[src/rtl/ppi_rx.sv]
// PPI link receiver: registers the PPI inputs, frames words with sof/eof,
// and buffers them in a first-word-fall-through FIFO behind a valid/ready port.
module ppi_rx #(
    parameter int FRAME_LEN = 16,
    parameter int DEPTH     = 32
) (
    input  logic        clk,
    input  logic        rst,
    input  logic        en,
    input  logic        ppi_FS,
    input  logic [15:0] ppi_data,
    output logic [15:0] rx_data,
    output logic        rx_valid,
    input  logic        rx_ready,
    output logic        rx_sof,
    output logic        rx_eof,
    output logic        frame_err,
    output logic        overflow,
    output logic [7:0]  ovf_cnt,
    output logic        busy
);

    localparam int DATA_W  = 16;
    localparam int ENTRY_W = DATA_W + 2;
    localparam int AW      = $clog2(DEPTH);
    localparam int OW      = $clog2(DEPTH + 1);
    localparam int CW      = $clog2(FRAME_LEN);
    localparam logic [CW-1:0] LAST_IDX = CW'(FRAME_LEN - 1);

    typedef enum logic {IDLE, RECV} state_t;

    function automatic logic [7:0] sat_inc8(input logic [7:0] v);
        return (v == 8'hFF) ? v : v + 8'd1;
    endfunction

    // Stage p1: registered copies of the PPI inputs
    logic              fs_p1;
    logic              en_p1;
    logic [DATA_W-1:0] data_p1;

    always_ff @(posedge clk) begin
        if (rst) begin
            fs_p1 <= 1'b0;
            en_p1 <= 1'b0;
        end else begin
            fs_p1 <= ppi_FS;
            en_p1 <= en;
        end
    end

    always_ff @(posedge clk) begin
        data_p1 <= ppi_data;
    end

    // Framing FSM working on the p1 copies
    state_t        state_q, state_d;
    logic [CW-1:0] cnt_q, cnt_d;
    logic          vld_p1, sof_p1, eof_p1, ferr_d;

    always_ff @(posedge clk) begin
        if (rst) begin
            state_q <= IDLE;
            cnt_q   <= '0;
        end else begin
            state_q <= state_d;
            cnt_q   <= cnt_d;
        end
    end

    always_comb begin
        state_d = state_q;
        cnt_d   = cnt_q;
        vld_p1  = 1'b0;
        sof_p1  = 1'b0;
        eof_p1  = 1'b0;
        ferr_d  = 1'b0;
        case (state_q)
            IDLE: begin
                if (en_p1 && fs_p1) begin
                    vld_p1  = 1'b1;
                    sof_p1  = 1'b1;
                    cnt_d   = CW'(1);
                    state_d = RECV;
                end
            end
            RECV: begin
                // Disable wins over a colliding FS: the frame just stops quietly
                if (!en_p1) begin
                    cnt_d   = '0;
                    state_d = IDLE;
                end else if (fs_p1) begin
                    ferr_d = 1'b1;
                    vld_p1 = 1'b1;
                    sof_p1 = 1'b1;
                    cnt_d  = CW'(1);
                end else begin
                    vld_p1 = 1'b1;
                    if (cnt_q == LAST_IDX) begin
                        eof_p1  = 1'b1;
                        cnt_d   = '0;
                        state_d = IDLE;
                    end else begin
                        cnt_d = cnt_q + CW'(1);
                    end
                end
            end
            default: state_d = IDLE;
        endcase
    end

    assign busy = (state_q == RECV);

    // Stage p2: FIFO write, occupancy and registered head presentation
    logic [ENTRY_W-1:0] mem [DEPTH];
    logic [AW-1:0]      wr_ptr_q, rd_ptr_q, head_ptr;
    logic [OW-1:0]      occ_q, occ_d;
    logic               full, pop, wr_ok, drop, head_nz;
    logic [ENTRY_W-1:0] head_word;

    assign full  = (occ_q == OW'(DEPTH));
    assign pop   = rx_valid && rx_ready;
    assign wr_ok = vld_p1 && (!full || pop);
    assign drop  = vld_p1 && full && !pop;

    always_comb begin
        occ_d = occ_q;
        case ({wr_ok, pop})
            2'b10:   occ_d = occ_q + OW'(1);
            2'b01:   occ_d = occ_q - OW'(1);
            default: occ_d = occ_q;
        endcase
    end

    always_ff @(posedge clk) begin
        if (wr_ok) begin
            mem[wr_ptr_q] <= {data_p1, sof_p1, eof_p1};
        end
    end

    always_ff @(posedge clk) begin
        if (rst) begin
            wr_ptr_q <= '0;
            rd_ptr_q <= '0;
            occ_q    <= '0;
        end else begin
            wr_ptr_q <= wr_ptr_q + AW'(wr_ok);
            rd_ptr_q <= rd_ptr_q + AW'(pop);
            occ_q    <= occ_d;
        end
    end

    // The head register looks past an accepted word; a word written this
    // edge becomes visible one edge later, which gives the two-edge latency.
    assign head_ptr  = rd_ptr_q + AW'(pop);
    assign head_nz   = pop ? (occ_q > OW'(1)) : (occ_q != '0);
    assign head_word = mem[head_ptr];

    always_ff @(posedge clk) begin
        if (rst) begin
            rx_valid <= 1'b0;
            rx_sof   <= 1'b0;
            rx_eof   <= 1'b0;
            rx_data  <= '0;
        end else begin
            rx_valid <= head_nz;
            rx_sof   <= head_nz && head_word[1];
            rx_eof   <= head_nz && head_word[0];
            if (head_nz) begin
                rx_data <= head_word[ENTRY_W-1:2];
            end
        end
    end

    always_ff @(posedge clk) begin
        if (rst) begin
            frame_err <= 1'b0;
            overflow  <= 1'b0;
            ovf_cnt   <= '0;
        end else begin
            frame_err <= ferr_d;
            overflow  <= drop;
            if (drop) begin
                ovf_cnt <= sat_inc8(ovf_cnt);
            end
        end
    end

endmodule

[config.mk]
export PLATFORM = sky130hd
export DESIGN_NAME = ppi_rx
export DESIGN_NICKNAME = d
export VERILOG_FILES = /design/src/rtl/ppi_rx.sv
export SDC_FILE = /design/constraint.sdc
export NUM_CORES = 1
export LEC_CHECK = 0
export ABC_AREA = 1
export BUFFER_PORTS_ARGS = -buffer_cell sky130_fd_sc_hd__buf_2
export CAP_MARGIN = 20
export CELL_PAD_IN_SITES_DETAIL_PLACEMENT = 1
export CELL_PAD_IN_SITES_GLOBAL_PLACEMENT = 1
export CORE_MARGIN = 5
export CORE_UTILIZATION = 51
export DETAILED_ROUTE_END_ITERATION = 12
export PLACE_DENSITY_LB_ADDON = 0.05
export SETUP_SLACK_MARGIN = 0.05
export SYNTH_ARGS = -nofsm -noshare
export SYNTH_HDL_FRONTEND = slang
export SYNTH_SLANG_ARGS = --single-unit
[constraint.sdc]
create_clock -name clk -period 3.35 [get_ports clk]
set_input_delay 0.335 -clock clk [delete_from_list [all_inputs] [get_ports clk]]
set_output_delay 0.335 -clock clk [all_outputs]
set_load 0.01 [all_outputs]
==> tab_implementation.tex <==
\begin{tabular}{lr}
\hline
Metric & Value \\
\hline
\multicolumn{2}{l}{\textbf{Synth}} \\
\quad Cell types with the highest counts after synthesis & sky130\_fd\_sc\_hd\_\_nand3\_1 (585), sky130\_fd\_sc\_hd\_\_edfxtp\_1 (576), sky130\_fd\_sc\_hd\_\_nand2\_1 (420), sky130\_fd\_sc\_hd\_\_inv\_1 (282), sky130\_fd\_sc\_hd\_\_nand3b\_1 (225) \\
\quad Post-synthesis cell type with the largest combined area & sky130\_fd\_sc\_hd\_\_edfxtp\_1 \\
\quad Number of synthesized flops with an enable pin & 576 \\
\quad Predominant post-synthesis flop cell & sky130\_fd\_sc\_hd\_\_edfxtp\_1 \\
\quad Synthesized instance count & $\sim$2500 \\
\quad Proportion of synthesized chip area in sequential cells & 68.05\% \\
\quad Most frequently used cell type in the post-synthesis netlist & sky130\_fd\_sc\_hd\_\_nand3\_1 \\
\quad Netlist area before placement & around 27000 um2 \\
\quad Warnings, synthesis & 0 \\
\quad Synthesized area divided by synthesized cell count & approximately 11 um2 \\
\quad Fraction of registers with async set or reset after synthesis & 0\% \\
\quad Yosys cell types & 38 \\
\quad Fraction of post-synthesis cell area in the top cell type by area & roughly 63\% \\
\quad Number of nets in the synthesized netlist & 2486 \\
\quad Dominant cells by area after synthesis & sky130\_fd\_sc\_hd\_\_edfxtp\_1 (63\%), sky130\_fd\_sc\_hd\_\_nand3\_1 (11\%), sky130\_fd\_sc\_hd\_\_nand3b\_1 (6.2\%) \\
\quad Post-synthesis register bit count & around 640 \\
\multicolumn{2}{l}{\textbf{STA}} \\
\quad Transition time at the pin with the least slew margin & around 0.88 ns \\
\quad Post-layout min period & 2.889 ns \\
\quad Max Fclk & about 350 MHz \\
\quad Worst slew margin & between 40\% and 50\% \\
\quad Max-slew violation count & 0 \\
\quad RSZ-0062 raised after global routing & false \\
\quad Post-route setup TNS & 0 ns \\
\quad Fin crit share & a little under nine tenths \\
\quad Fin Clk Skew & roughly 0.028 ns \\
\quad Setup-failing EPs final & 0 \\
\quad Final hold violation count & 0 \\
\multicolumn{2}{l}{\textbf{Setup path}} \\
\quad Critical path type & flip-flop to flip-flop \\
\quad Critical-path maximum fanout & 28 \\
\quad Critical path data arrival time & 3.36 ns \\
\quad Required time of the critical path & approximately 3.8 ns \\
\quad Type of destination of the critical path & flip-flop \\
\quad CP Launch Type & flip-flop \\
\multicolumn{2}{l}{\textbf{GRT}} \\
\quad Largest net degree at the start of global routing & 164 \\
\quad First-pass GRT wire length & $\sim$120000 um \\
\quad Sum of overflow across all layers after global routing & 0 \\
\quad Vias in the first global route & just over 20000 \\
\quad Number of antenna violations at the first check in global routing & 0 \\
\quad Global router's overall resource usage & 27.72\% \\
\multicolumn{2}{l}{\textbf{Floorplan}} \\
\quad Initial Util & a little over 50\% \\
\quad Area of the die & a little under 60000 um2 \\
\quad Area of the core & approximately 53000 um2 \\
\quad Chip Height & between 200 and 250 um \\
\quad I/O pin cnt & 51 \\
\quad Site Rows & 85 \\
\quad Die span in x & $\sim$240 um \\
\multicolumn{2}{l}{\textbf{Drt}} \\
\quad Post-route antenna net violation count & 0 \\
\quad Wirelength, routed & 82080 um \\
\quad Count of TritonRoute iterations in the first routing pass & 6 \\
\quad Via count of the routed design & around 19000 \\
\quad DR WL/cell & roughly 25 um \\
\quad Via/cell ratio & $\sim$5.9 \\
\quad DRC Markers & 0 \\
\quad Detailed router's first-iteration violation count & 1833 \\
\multicolumn{2}{l}{\textbf{Power}} \\
\quad Total leakage power & 12.06 nW \\
\quad Total power after layout & about 18 mW \\
\quad Worst supply voltage drop on vdd & between 400 and 500 uV \\
\quad Power density cells & approximately 580 nW/um2 \\
\multicolumn{2}{l}{\textbf{Flow run}} \\
\quad Max-cap violations & 0 \\
\multicolumn{2}{l}{\textbf{Final layout}} \\
\quad Share of final-layout standard cells stronger than drive strength 1 & around 11\% \\
\quad Growth of design area from synthesis to finish & 13.86\% \\
\quad Final net count & 2554 \\
\quad Final core occ & 58.36\% \\
\quad Count of non-filler cells in the finished layout & between 3000 and 4000 \\
\multicolumn{2}{l}{\textbf{Place}} \\
\quad Final HPWL DP & between 40000 and 50000 um \\
\quad Cell Count Post-Placement & approximately 3100 \\
\quad IO Port Bufs & 50 \\
\quad Routability-driven placement congestion ratio & slightly below 0.8 \\
\multicolumn{2}{l}{\textbf{CTS}} \\
\quad CTS sink cnt & 644 \\
\quad Root buffer cell & sky130\_fd\_sc\_hd\_\_clkbuf\_16 \\
\quad Number of resized instances in the post-cts repair step & 0 \\
\quad Clock-pin slew of the registers on the worst-case setup and hold paths & $\sim$0.06 ns \\
\quad TritonCTS buffer count & 70 \\
\quad Buffer levels on the longest clock path & 3 \\
\quad Clock latency on the worst-skew pair & a little over 0.6 ns \\
\quad \# H-tree levels & 3 \\
\quad TritonCTS clock tree & done \\
\multicolumn{2}{l}{\textbf{Worst hold path}} \\
\quad Hold WC Path Type & input port to flip-flop \\
\multicolumn{2}{l}{\textbf{Outcome}} \\
\quad Status & complete, no violations \\
\hline
\end{tabular}
==> cells in the final DEF (no fill, tap or decap), drive strengths merged, types with 2 or more instances in the layout <==
master / instances
nand4: 2
a21boi: 2
inv: 284
o21a: 3
ha: 10
nand3b: 225
xor2: 4
or2: 2
o21bai: 4
nor3: 6
clkinv: 17
nor3b: 2
buf: 132
o21ai: 5
dfxtp: 68
edfxtp: 576
clkbuf: 109
a21oi: 22
xnor2: 5
dlygate4sd3: 18
nor2: 64
clkinvlp: 2
nand2: 421
nand3: 587
==> routing by layer <==
layer,up-vias,routed length [um],GRT usage [%]
met2,609,40300,47.16
met1,9824,34220,36.73
met4,0,2642,9.533
met3,139,4910,4.229
li1,8608,-,-
met5,-,0,0
==> flip-flops by register name (all words and copies together), names as in the netlist <==
signal,cells
ovf_cnt,8
frame_err,1
overflow,1
en_p1,1
mem,576
data_p1,16
busy,1
wr_ptr_q,5
rd_ptr_q,5
rx_valid,1
fs_p1,1
occ_q,6
rx_sof,1
rx_eof,1
cnt_q,4
rx_data,16
==> report_power, final <==
group / total, mW / leakage (nW) / internal [mW] / switching, mW
Combinational: 1.77 / 5.18 / 0.505 / 1.26
Sequential: 8.89 / 5.79 / 8.80 / 0.0851
Clock: 7.48 / 1.10 / 4.41 / 3.08
Total: 18.1 / 12.1 / 13.7 / 4.42
==> cells by family after synthesis <==
logic type	Yosys count	synth area share, %
simple gates	1310	23.87
flops	644	68.05
buf+inv	442	6.476
compound gates	40	0.8625
fa+ha+maj	10	0.4564
xor+xnor	9	0.2875
==> worst max-delay path, cell delays in order, from the launching register on <==
cell and delay [ns]:
sky130_fd_sc_hd__dfxtp_1 0.39, sky130_fd_sc_hd__nand3_4 0.26, sky130_fd_sc_hd__inv_1 0.18, sky130_fd_sc_hd__ha_4 0.16, sky130_fd_sc_hd__xnor2_2 0.09, sky130_fd_sc_hd__inv_2 0.29
sky130_fd_sc_hd__buf_4 0.47, sky130_fd_sc_hd__nand3_1 0.20, sky130_fd_sc_hd__nand3_1 0.21, sky130_fd_sc_hd__nand3_1 0.27, sky130_fd_sc_hd__nand3_1 0.15, sky130_fd_sc_hd__nand2_1 0.07
==> timing repair <==
action / 4_1_cts / 5_1_grt
hold buffers: 18 / 0
setup buffers: 0 / 0
endpoints found under the hold margin: 18 / 0
==> path summary, 6_finish.rpt <==
kind	slack (ns)	endpoint	cells after the start	start
setup / recovery	0.46	rx_data[7]$_SDFFE_PP0P_	11	rx_valid$_SDFF_PP0_
hold / removal	0.28	fs_p1$_SDFF_PP0_	2	rst
setup reg to reg	0.46	rx_data[7]$_SDFFE_PP0P_	11	rx_valid$_SDFF_PP0_
hold reg to reg	0.47	rx_data[6]$_SDFFE_PP0P_	2	rx_data[6]$_SDFFE_PP0P_
==> per-stage QoR <==
| stage | setup slack, ns | instance area [um2] | hold WS, ns |
|---|---|---|---|
| finish | 0.4613 | 31220 | 0.2811 |
| global route | 0.2887 | 31210 | 0.3307 |
| CTS | 0.4924 | 31190 | 0.2688 |
| detailed placement | 0.4639 | 28780 | 0.4391 |
| global placement | 0.4955 | 28780 | 0.4384 |
| floorplan | 0.6621 | 27420 | 0.3627 |
==> area by class of cell <==
cell class,instances,area [um2]
diodes,1,2.502
clock inverters,15,75.07
repair buffers,150,1241
well taps,696,870.8
fillers,5473,22280
flip-flops and latches,644,18660
multi-input cells,1369,7133
clock buffers,109,2153
inverters,288,1084
(Power assumes the default switching activity.)
